===== src/rtl/bht_train_predictor_if.sv =====
// Fetch query / execute training bundle for the branch history table.
// master = fetch+execute side, slave = predictor.
interface bht_train_predictor_if #(
  parameter int PC_WIDTH = 32,
  parameter int PERF_W   = 32
);
  logic [PC_WIDTH-1:0] F_PC_i;
  logic                F_branch_i;
  logic                F_pred_taken_o;
  logic [1:0]          F_pred_cnt_o;
  logic                E_train_valid_i;
  logic [PC_WIDTH-1:0] E_train_pc_i;
  logic                E_train_taken_i;
  logic                E_train_pred_i;
  logic [PERF_W-1:0]   perf_branch_cnt_o;
  logic [PERF_W-1:0]   perf_miss_cnt_o;

  modport master (
    output F_PC_i, F_branch_i, E_train_valid_i, E_train_pc_i, E_train_taken_i, E_train_pred_i,
    input  F_pred_taken_o, F_pred_cnt_o, perf_branch_cnt_o, perf_miss_cnt_o
  );

  modport slave (
    input  F_PC_i, F_branch_i, E_train_valid_i, E_train_pc_i, E_train_taken_i, E_train_pred_i,
    output F_pred_taken_o, F_pred_cnt_o, perf_branch_cnt_o, perf_miss_cnt_o
  );
endinterface


===== src/rtl/bht_train_predictor.sv =====
// Direct-mapped table of 2-bit saturating counters. Fetch reads combinationally;
// execute trains through a one-entry pending register that is bypassed to fetch
// and chained for back-to-back trains of the same index.
module bht_train_predictor #(
  parameter int         BHT_IDX_W = 6,
  parameter logic [1:0] CNT_INIT  = 2'b01,
  parameter int         PERF_W    = 32,
  parameter int         PC_WIDTH  = 32
) (
  input logic              clk,
  input logic              rst,
  bht_train_predictor_if.slave bus
);
  localparam int ENTRIES = 2 ** BHT_IDX_W;

  logic [ENTRIES-1:0][1:0] tbl;
  logic                    pend_valid;
  logic [BHT_IDX_W-1:0]    pend_idx;
  logic [1:0]              pend_new;
  logic [PERF_W-1:0]       branch_q;
  logic [PERF_W-1:0]       miss_q;

  logic [BHT_IDX_W-1:0]    q_idx;
  logic [BHT_IDX_W-1:0]    t_idx;
  logic [1:0]              q_cnt;
  logic [1:0]              t_old;
  logic [1:0]              t_new;

  assign q_idx = bus.F_PC_i[BHT_IDX_W+1:2];
  assign t_idx = bus.E_train_pc_i[BHT_IDX_W+1:2];

  // Only the index bits of the PC matter; aliasing is allowed.
  logic unused_pc_bits;
  assign unused_pc_bits = ^{bus.F_PC_i[PC_WIDTH-1:BHT_IDX_W+2], bus.F_PC_i[1:0],
                            bus.E_train_pc_i[PC_WIDTH-1:BHT_IDX_W+2], bus.E_train_pc_i[1:0]};

  // Fetch query: pending update wins over the (not yet written) table entry.
  always_comb begin
    q_cnt = tbl[q_idx];
    if (pend_valid && pend_idx == q_idx) q_cnt = pend_new;
  end

  assign bus.F_pred_cnt_o   = q_cnt;
  assign bus.F_pred_taken_o = bus.F_branch_i & q_cnt[1];

  // Training: chain on the pending value so consecutive same-index trains accumulate.
  always_comb begin
    t_old = tbl[t_idx];
    if (pend_valid && pend_idx == t_idx) t_old = pend_new;
    t_new = t_old;
    if (bus.E_train_taken_i) begin
      if (t_old != 2'b11) t_new = t_old + 2'b01;
    end else begin
      if (t_old != 2'b00) t_new = t_old - 2'b01;
    end
  end

  // Pending register and table write-back; reset discards any pending update.
  always_ff @(posedge clk or posedge rst) begin
    if (rst) begin
      tbl        <= {ENTRIES{CNT_INIT}};
      pend_valid <= 1'b0;
      pend_idx   <= '0;
      pend_new   <= CNT_INIT;
    end else begin
      if (pend_valid) tbl[pend_idx] <= pend_new;
      pend_valid <= bus.E_train_valid_i;
      if (bus.E_train_valid_i) begin
        pend_idx <= t_idx;
        pend_new <= t_new;
      end
    end
  end

  // Performance counters, free-running and wrapping.
  always_ff @(posedge clk or posedge rst) begin
    if (rst) begin
      branch_q <= '0;
      miss_q   <= '0;
    end else if (bus.E_train_valid_i) begin
      branch_q <= branch_q + 1'b1;
      if (bus.E_train_taken_i != bus.E_train_pred_i) miss_q <= miss_q + 1'b1;
    end
  end

  assign bus.perf_branch_cnt_o = branch_q;
  assign bus.perf_miss_cnt_o   = miss_q;
endmodule


===== src/flat_wrapper.sv =====
// flat-port wrapper written by rule: the top's interface ports become plain ports
module bht_train_predictor_flat 
#(
  parameter int         BHT_IDX_W = 6,
  parameter logic [1:0] CNT_INIT  = 2'b01,
  parameter int         PERF_W    = 32,
  parameter int         PC_WIDTH  = 32
)
  (clk, rst, bus_F_PC_i, bus_F_branch_i, bus_E_train_valid_i, bus_E_train_pc_i, bus_E_train_taken_i, bus_E_train_pred_i, bus_F_pred_taken_o, bus_F_pred_cnt_o, bus_perf_branch_cnt_o, bus_perf_miss_cnt_o);
  bht_train_predictor_if #(.PC_WIDTH(PC_WIDTH), .PERF_W(PERF_W)) bus_i ();
  input logic clk;
  input logic rst;
  input wire logic [$bits(bus_i.F_PC_i)-1:0] bus_F_PC_i;
  input wire logic [$bits(bus_i.F_branch_i)-1:0] bus_F_branch_i;
  input wire logic [$bits(bus_i.E_train_valid_i)-1:0] bus_E_train_valid_i;
  input wire logic [$bits(bus_i.E_train_pc_i)-1:0] bus_E_train_pc_i;
  input wire logic [$bits(bus_i.E_train_taken_i)-1:0] bus_E_train_taken_i;
  input wire logic [$bits(bus_i.E_train_pred_i)-1:0] bus_E_train_pred_i;
  output wire logic [$bits(bus_i.F_pred_taken_o)-1:0] bus_F_pred_taken_o;
  output wire logic [$bits(bus_i.F_pred_cnt_o)-1:0] bus_F_pred_cnt_o;
  output wire logic [$bits(bus_i.perf_branch_cnt_o)-1:0] bus_perf_branch_cnt_o;
  output wire logic [$bits(bus_i.perf_miss_cnt_o)-1:0] bus_perf_miss_cnt_o;
  assign bus_i.F_PC_i = bus_F_PC_i;
  assign bus_i.F_branch_i = bus_F_branch_i;
  assign bus_i.E_train_valid_i = bus_E_train_valid_i;
  assign bus_i.E_train_pc_i = bus_E_train_pc_i;
  assign bus_i.E_train_taken_i = bus_E_train_taken_i;
  assign bus_i.E_train_pred_i = bus_E_train_pred_i;
  assign bus_F_pred_taken_o = bus_i.F_pred_taken_o;
  assign bus_F_pred_cnt_o = bus_i.F_pred_cnt_o;
  assign bus_perf_branch_cnt_o = bus_i.perf_branch_cnt_o;
  assign bus_perf_miss_cnt_o = bus_i.perf_miss_cnt_o;
  bht_train_predictor #(.BHT_IDX_W(BHT_IDX_W), .CNT_INIT(CNT_INIT), .PERF_W(PERF_W), .PC_WIDTH(PC_WIDTH)) u_core (.clk(clk), .rst(rst), .bus(bus_i));
endmodule

===== config.mk =====
export PLATFORM = sky130hd
export DESIGN_NAME = bht_train_predictor_flat
export DESIGN_NICKNAME = d
export VERILOG_FILES = /design/src/rtl/bht_train_predictor_if.sv /design/src/rtl/bht_train_predictor.sv /design/src/flat_wrapper.sv
export SDC_FILE = /design/constraint.sdc
export NUM_CORES = 1
export LEC_CHECK = 0
export ABC_CLOCK_PERIOD_IN_PS = 17400
export BUFFER_PORTS_ARGS = -buffer_cell sky130_fd_sc_hd__buf_4
export CORE_MARGIN = 4
export CORE_UTILIZATION = 50
export CTS_CLUSTER_DIAMETER = 30
export CTS_CLUSTER_SIZE = 25
export DETAILED_ROUTE_END_ITERATION = 16
export GPL_ROUTABILITY_DRIVEN = 0
export PLACE_DENSITY_LB_ADDON = 0.2
export SLEW_MARGIN = 20
export SYNTH_ARGS = -nofsm -noshare
export SYNTH_HDL_FRONTEND = slang
export SYNTH_SLANG_ARGS = --single-unit
export TNS_END_PERCENT = 30

===== constraint.sdc =====
create_clock -name clk -period 17.4 [get_ports clk]
set_input_delay 0.87 -clock clk [delete_from_list [all_inputs] [get_ports clk]]
set_output_delay 0.87 -clock clk [all_outputs]
set_load 0.02 [all_outputs]

## After elaboration in Yosys (flattened, before gate mapping)

Index checks and enable logic that the tools add are counted.

- Input port bits: 70
- Register bits after elaboration: 201
- Output and inout bits: 67
- Word-level logic and storage cells: 99

- Muxes and demuxes: 12
- Add/subtract/negate cells: 4
- Bitwise logic cells: 1
- Magnitude comparators: 4
- Eq/ne operators: 4
- Reductions and logical operators: 5

Operators with widths:

| operator | number |
|---|---|
| 128-bit bitwise mux | 1 |
| 32-bit by 1-bit adder with 32-bit output, second input constant | 2 |
| 2-bit binary-select mux with 6-bit select | 2 |
| 6-bit by 7-bit < comparator with 1-bit output, second input constant | 3 |
| 2-bit 2-to-1 mux | 8 |
| 2-bit demux with 6-bit select | 1 |
| 6-bit == test | 2 |
| 6-bit by 1-bit greater-or-equal comparator with 1-bit output, second input constant | 1 |
| 1-bit logical AND | 3 |
| 2-bit by 1-bit adder with 2-bit output, second input constant | 1 |
| 2-bit inequality test, second input constant | 1 |
| 2-bit AND reduction | 1 |
| 2-bit nonzero test | 1 |
| 2-bit by 1-bit subtractor with 2-bit output, second input constant | 1 |
| 1-bit bitwise AND | 1 |
| 1-bit inequality test | 1 |

## Longest topological paths before layout

- Word-level depth: 6
- Mapped depth: 10
- Mapped depth without buffers: 7

## Worst setup path after synthesis

No wires, ideal clock.

- Path type: input-to-output
- Start: input bus_F_PC_i[3]
- End: output bus_F_pred_taken_o
- Data required time: 16530 ps
- Path buffers: 3
- Setup slack: 13556 ps
- Stages: 8
- Arrival: 2974 ps
- Path through: clkbuf_1 > clkbuf_8 > buf_12 > xor2_1 > nor4_1 > nor2b_1 > a221oi_1 > and2_1

- Word-level cells in the longest chain between the ends: 4
- Elaborated cells on any way between the ends: 6
- Classes of those cells: 1 x eq/ne; 3 x mux; 1 x bitwise; 1 x reduce/logical

RTL lines:

| item | line | source |
|---|---|---|
| from (decl) | flat_wrapper.sv:13 | `input wire logic [$bits(bus_i.F_PC_i)-1:0] bus_F_PC_i;` |
| 2-bit binary-select mux with 6-bit select or 6-bit == test (tied branches) | bht_train_predictor.sv:39, bht_train_predictor.sv:40 |  |
| 2-bit 2-to-1 mux (not written as such) or 1-bit logical AND (tied branches) | bht_train_predictor.sv:39, bht_train_predictor.sv:40 |  |
| 2-bit 2-to-1 mux (*) | bht_train_predictor.sv:40 | `if (pend_valid && pend_idx == q_idx) q_cnt = pend_new;` |
| named net bus_F_pred_cnt_o[1] | flat_wrapper.sv:20 | `output wire logic [$bits(bus_i.F_pred_cnt_o)-1:0] bus_F_pred_cnt_o;` |
| 1-bit bitwise AND (*) | bht_train_predictor.sv:44 | `assign bus.F_pred_taken_o = bus.F_branch_i & q_cnt[1];` |
| to (decl) | flat_wrapper.sv:19 | `output wire logic [$bits(bus_i.F_pred_taken_o)-1:0] bus_F_pred_taken_o;` |

Mark *: on every way through the listed nets, which the timed path passes. The rest lies on a longest branch. The select of a mux whose other input is x is not followed.

## Final worst setup path

- Start: input bus_F_PC_i[2]
- End: output bus_F_pred_taken_o

- Word-level cells in the longest chain between the ends: 4
- Elaborated cells on any way between the ends: 6
- Classes of those cells: 1 x eq/ne; 3 x mux; 1 x bitwise; 1 x reduce/logical

RTL lines:

| item | line |
|---|---|
| 2-bit binary-select mux with 6-bit select or 6-bit == test (tied branches) | bht_train_predictor.sv:39, bht_train_predictor.sv:40 |
| 2-bit 2-to-1 mux (not written as such) or 1-bit logical AND (tied branches) | bht_train_predictor.sv:39, bht_train_predictor.sv:40 |
| 2-bit 2-to-1 mux (*) | bht_train_predictor.sv:40 |
| 1-bit bitwise AND (*) | bht_train_predictor.sv:44 |

Every way passes the cells marked *; elsewhere a longest branch is shown, timed or not. The select of a mux whose other input is x is not followed.

==> flow_metrics.tcl <==
set metrics [dict create \
    setup_violations 0 \
    grt_max_degree 121 \
    syn_inst 841 \
    tightestPinTransition_ns 1.06 \
    grt_busiest_layer "met2" \
    finalInstanceArea_um2 13100 \
    io_buffers 84 \
    clk_latency_ns 0.53 \
    hpwl_um 16500 \
    holdWs_ns 0.481 \
    die_y_um 155 \
    nets 998 \
    ys_warn_count 0 \
    diodes 0 \
    cts_tree "built" \
    path_delay_family "multiplexers" \
    setup_ws_ns 12.88 \
    maxCapViolations 0 \
    critPathArrivalTime_ns 3.65 \
    clk_pin_slew_ns 0.04 \
    io_pins 137 \
    cts_buffer_depth 3 \
    drt_pass1_iterations 5 \
    ys.flop_type "dfrtp_1" \
    synth_top_area_share_pct 31.6 \
    ctsHoldBuffers 0 \
    area_delta_synth_final_pct 21.6 \
    p_leak_nw 5.78 \
    path_class "input pin to output pin" \
    drive_above_1_share_pct 40.8 \
    yosysMostFrequentCell "dfrtp_1" \
    synth_nets 913 \
    ys_seq_elements 201 \
    syn_avg_cell_area_um2 12.8 \
    r2r-start "u_core.pend_idx[3]" \
    crit_required_ns 16.53 \
    clock_skew_ns 0.0185 \
    synth_cell_types 49 \
    drtIter0Drc 586 \
    syn_area_um2 10800 \
    final_cells 1240 \
    die_area_um2 23900 \
    ys_seq_area_share_pct 47.5 \
    reg2reg_depth 7 \
    cts_setup_buffers 0 \
    synth_common_cells "dfrtp_1 (136), mux2_2 (109), nand2_1 (93)" \
    synth_edf_count 0 \
    status "finished clean" \
    die_width_um 155 \
    synth_area_leaders "dfrtp_1 (32%), dfstp_2 (16%), mux2_2 (11%)" \
    drcViolationCount 0 \
    cp-endpoint "bus_F_pred_taken_o" \
    powerDensity_nw_per_um2 145 \
    wl_um 26600 \
    wl_per_cell_um 21.4 \
    crit_chain "buf_4, mux4_1, mux4_2, and2_1, a2111oi_0, a221oi_1, and2_1, buf_4" \
    period_needed_ns 4.52 \
    start_util_pct 51.0 \
    cp-end-kind "output pin" \
    via_per_inst 5.85 \
    cts_resized 0 \
    grt_pass1_vias 7588 \
    grt-ovfl-total 0 \
    gr-usage-met1_pct 31.1 \
    vias 7251 \
    place_inst 1152 \
    htreeDepth 2 \
    clockRootBuffer "clkbuf_16" \
    worstReg2RegEnd "u_core.pend_new[0]" \
    cts_made_buffers 47 \
    yosys.area.top_type "dfrtp_1" \
    dp_slack_ns 12.86 \
    ff2ff_setup_slack_ns 14.72 \
    ant_nets 0 \
    critPathMaxFanout 33 \
    vdd_drop_max_uv 80.6 \
    slew_violations 0 \
    grt_pass1_wl_um 42900 \
    period_share_pct 26.0 \
    cp_num_cells 8 \
    std_cell_rows 53 \
    path_buf_inv 2 \
    use_met3_pct 5.43 \
    antenna_found_initial 0 \
    placed_cell_area_um2 11400 \
    cts.sinks 201 \
    slew-limit-headroom_pct 29.2 \
    hold_viol 0 \
    synth-async-reset-ratio_pct 100 \
    track_usage_pct 22.6 \
    core_area_um2 21100 \
    critPathLaunch "bus_F_PC_i[2]" \
    tns_ns 0 \
    fmax_mhz 221 \
    rsz0062_at_grt "no" \
    hp-class "flop to flop" \
    start_kind "input pin" \
    use_met2_pct 36.1 \
    slowest_stage "mux4_1" \
    crit_path_max_incr_delay_ns 0.65 \
]
## how the worst min path moves through the flow
stage                                startpoint                          endpoint  cells after the start
5_1_grt          u_core.bus.perf_miss_cnt_o[10]    u_core.bus.perf_miss_cnt_o[10]                      1
2_1_floorplan                    u_core.tbl[13]                    u_core.tbl[13]                      2
4_1_cts        u_core.bus.perf_branch_cnt_o[31]  u_core.bus.perf_branch_cnt_o[31]                      1
3_3_place_gp     u_core.bus.perf_miss_cnt_o[31]    u_core.bus.perf_miss_cnt_o[31]                      1
3_5_place_dp   u_core.bus.perf_branch_cnt_o[31]  u_core.bus.perf_branch_cnt_o[31]                      1
6_report         u_core.bus.perf_miss_cnt_o[31]    u_core.bus.perf_miss_cnt_o[31]                      1
## kinds of logic after synthesis
group	synth area share (%)
flops	47.5
fa+ha+maj	0.337
compound gates	2.66
buf+inv	3.23
simple gates	12.0
xor+xnor	6.11
mux	28.1
## state kept, by name (all words and copies together) (netlist names)
name / flops
u_core.pend_new: 2
u_core.pend_idx: 6
u_core.bus.perf_branch_cnt_o: 32
u_core.bus.perf_miss_cnt_o: 32
u_core.tbl: 128
u_core.pend_valid: 1
## through the flow
stage | power (mW) | util [%]
finish | 1.90 | 62.1
global placement | 1.00 | 54.3
detailed placement | 1.01 | 54.3
CTS | 1.91 | 62.0
floorplan | 0.903 | -
global route | 1.98 | 62.1
## where the power goes
part	total (mW)	internal [mW]	switching (mW)
Sequential	0.683	0.597	0.0867
Clock	0.888	0.614	0.274
Combinational	0.327	0.179	0.149
## area by class of cell
| type | instances | area [µm²] |
|---|---|---|
| Clock buffer | 59 | 1290 |
| Clock inverter | 29 | 340 |
| Fill cell | 1662 | 8000 |
| Inverter | 7 | 33.8 |
| Multi-Input combinational cell | 581 | 5300 |
| Sequential cell | 201 | 5110 |
| Tap cell | 275 | 344 |
| Timing Repair Buffer | 88 | 664 |
## cell usage in the layout, fill, tap and decap left out, types with 3 or more instances in the layout
cell type   Yosys  final
a21oi_1         3      3
and2_1          7      7
and3_1         14     14
and4_1          4      4
buf_4           4     87
bufinv_16       0      6
clkbuf_1       34      6
clkbuf_16       0     48
clkbuf_8        3      5
clkinv_2        0     11
clkinv_4        0      3
clkinvlp_4      0      6
dfrtp_1       136    136
dfstp_2        65     65
inv_1           7      5
mux2_2        109    109
mux4_1         32     32
mux4_2         42     42
nand2_1        93     93
nand2b_1       10     10
nand3_1        37     37
nand4_1        17     17
nor2_1         55     55
nor2b_1         7      7
nor3_1          6      6
nor3b_1         3      3
o21ai_0        34     34
o22a_1          3      3
or2_2           4      4
xnor2_1        50     50
xor2_1         25     25
## metal layers
layer | vias up | part of all wire (%)
met5 | - | 0
met4 | 0 | 2.3
li1 | 3267 | -
met3 | 50 | 7.4
met2 | 246 | 48
met1 | 3688 | 42
(Power assumes the default switching activity.)
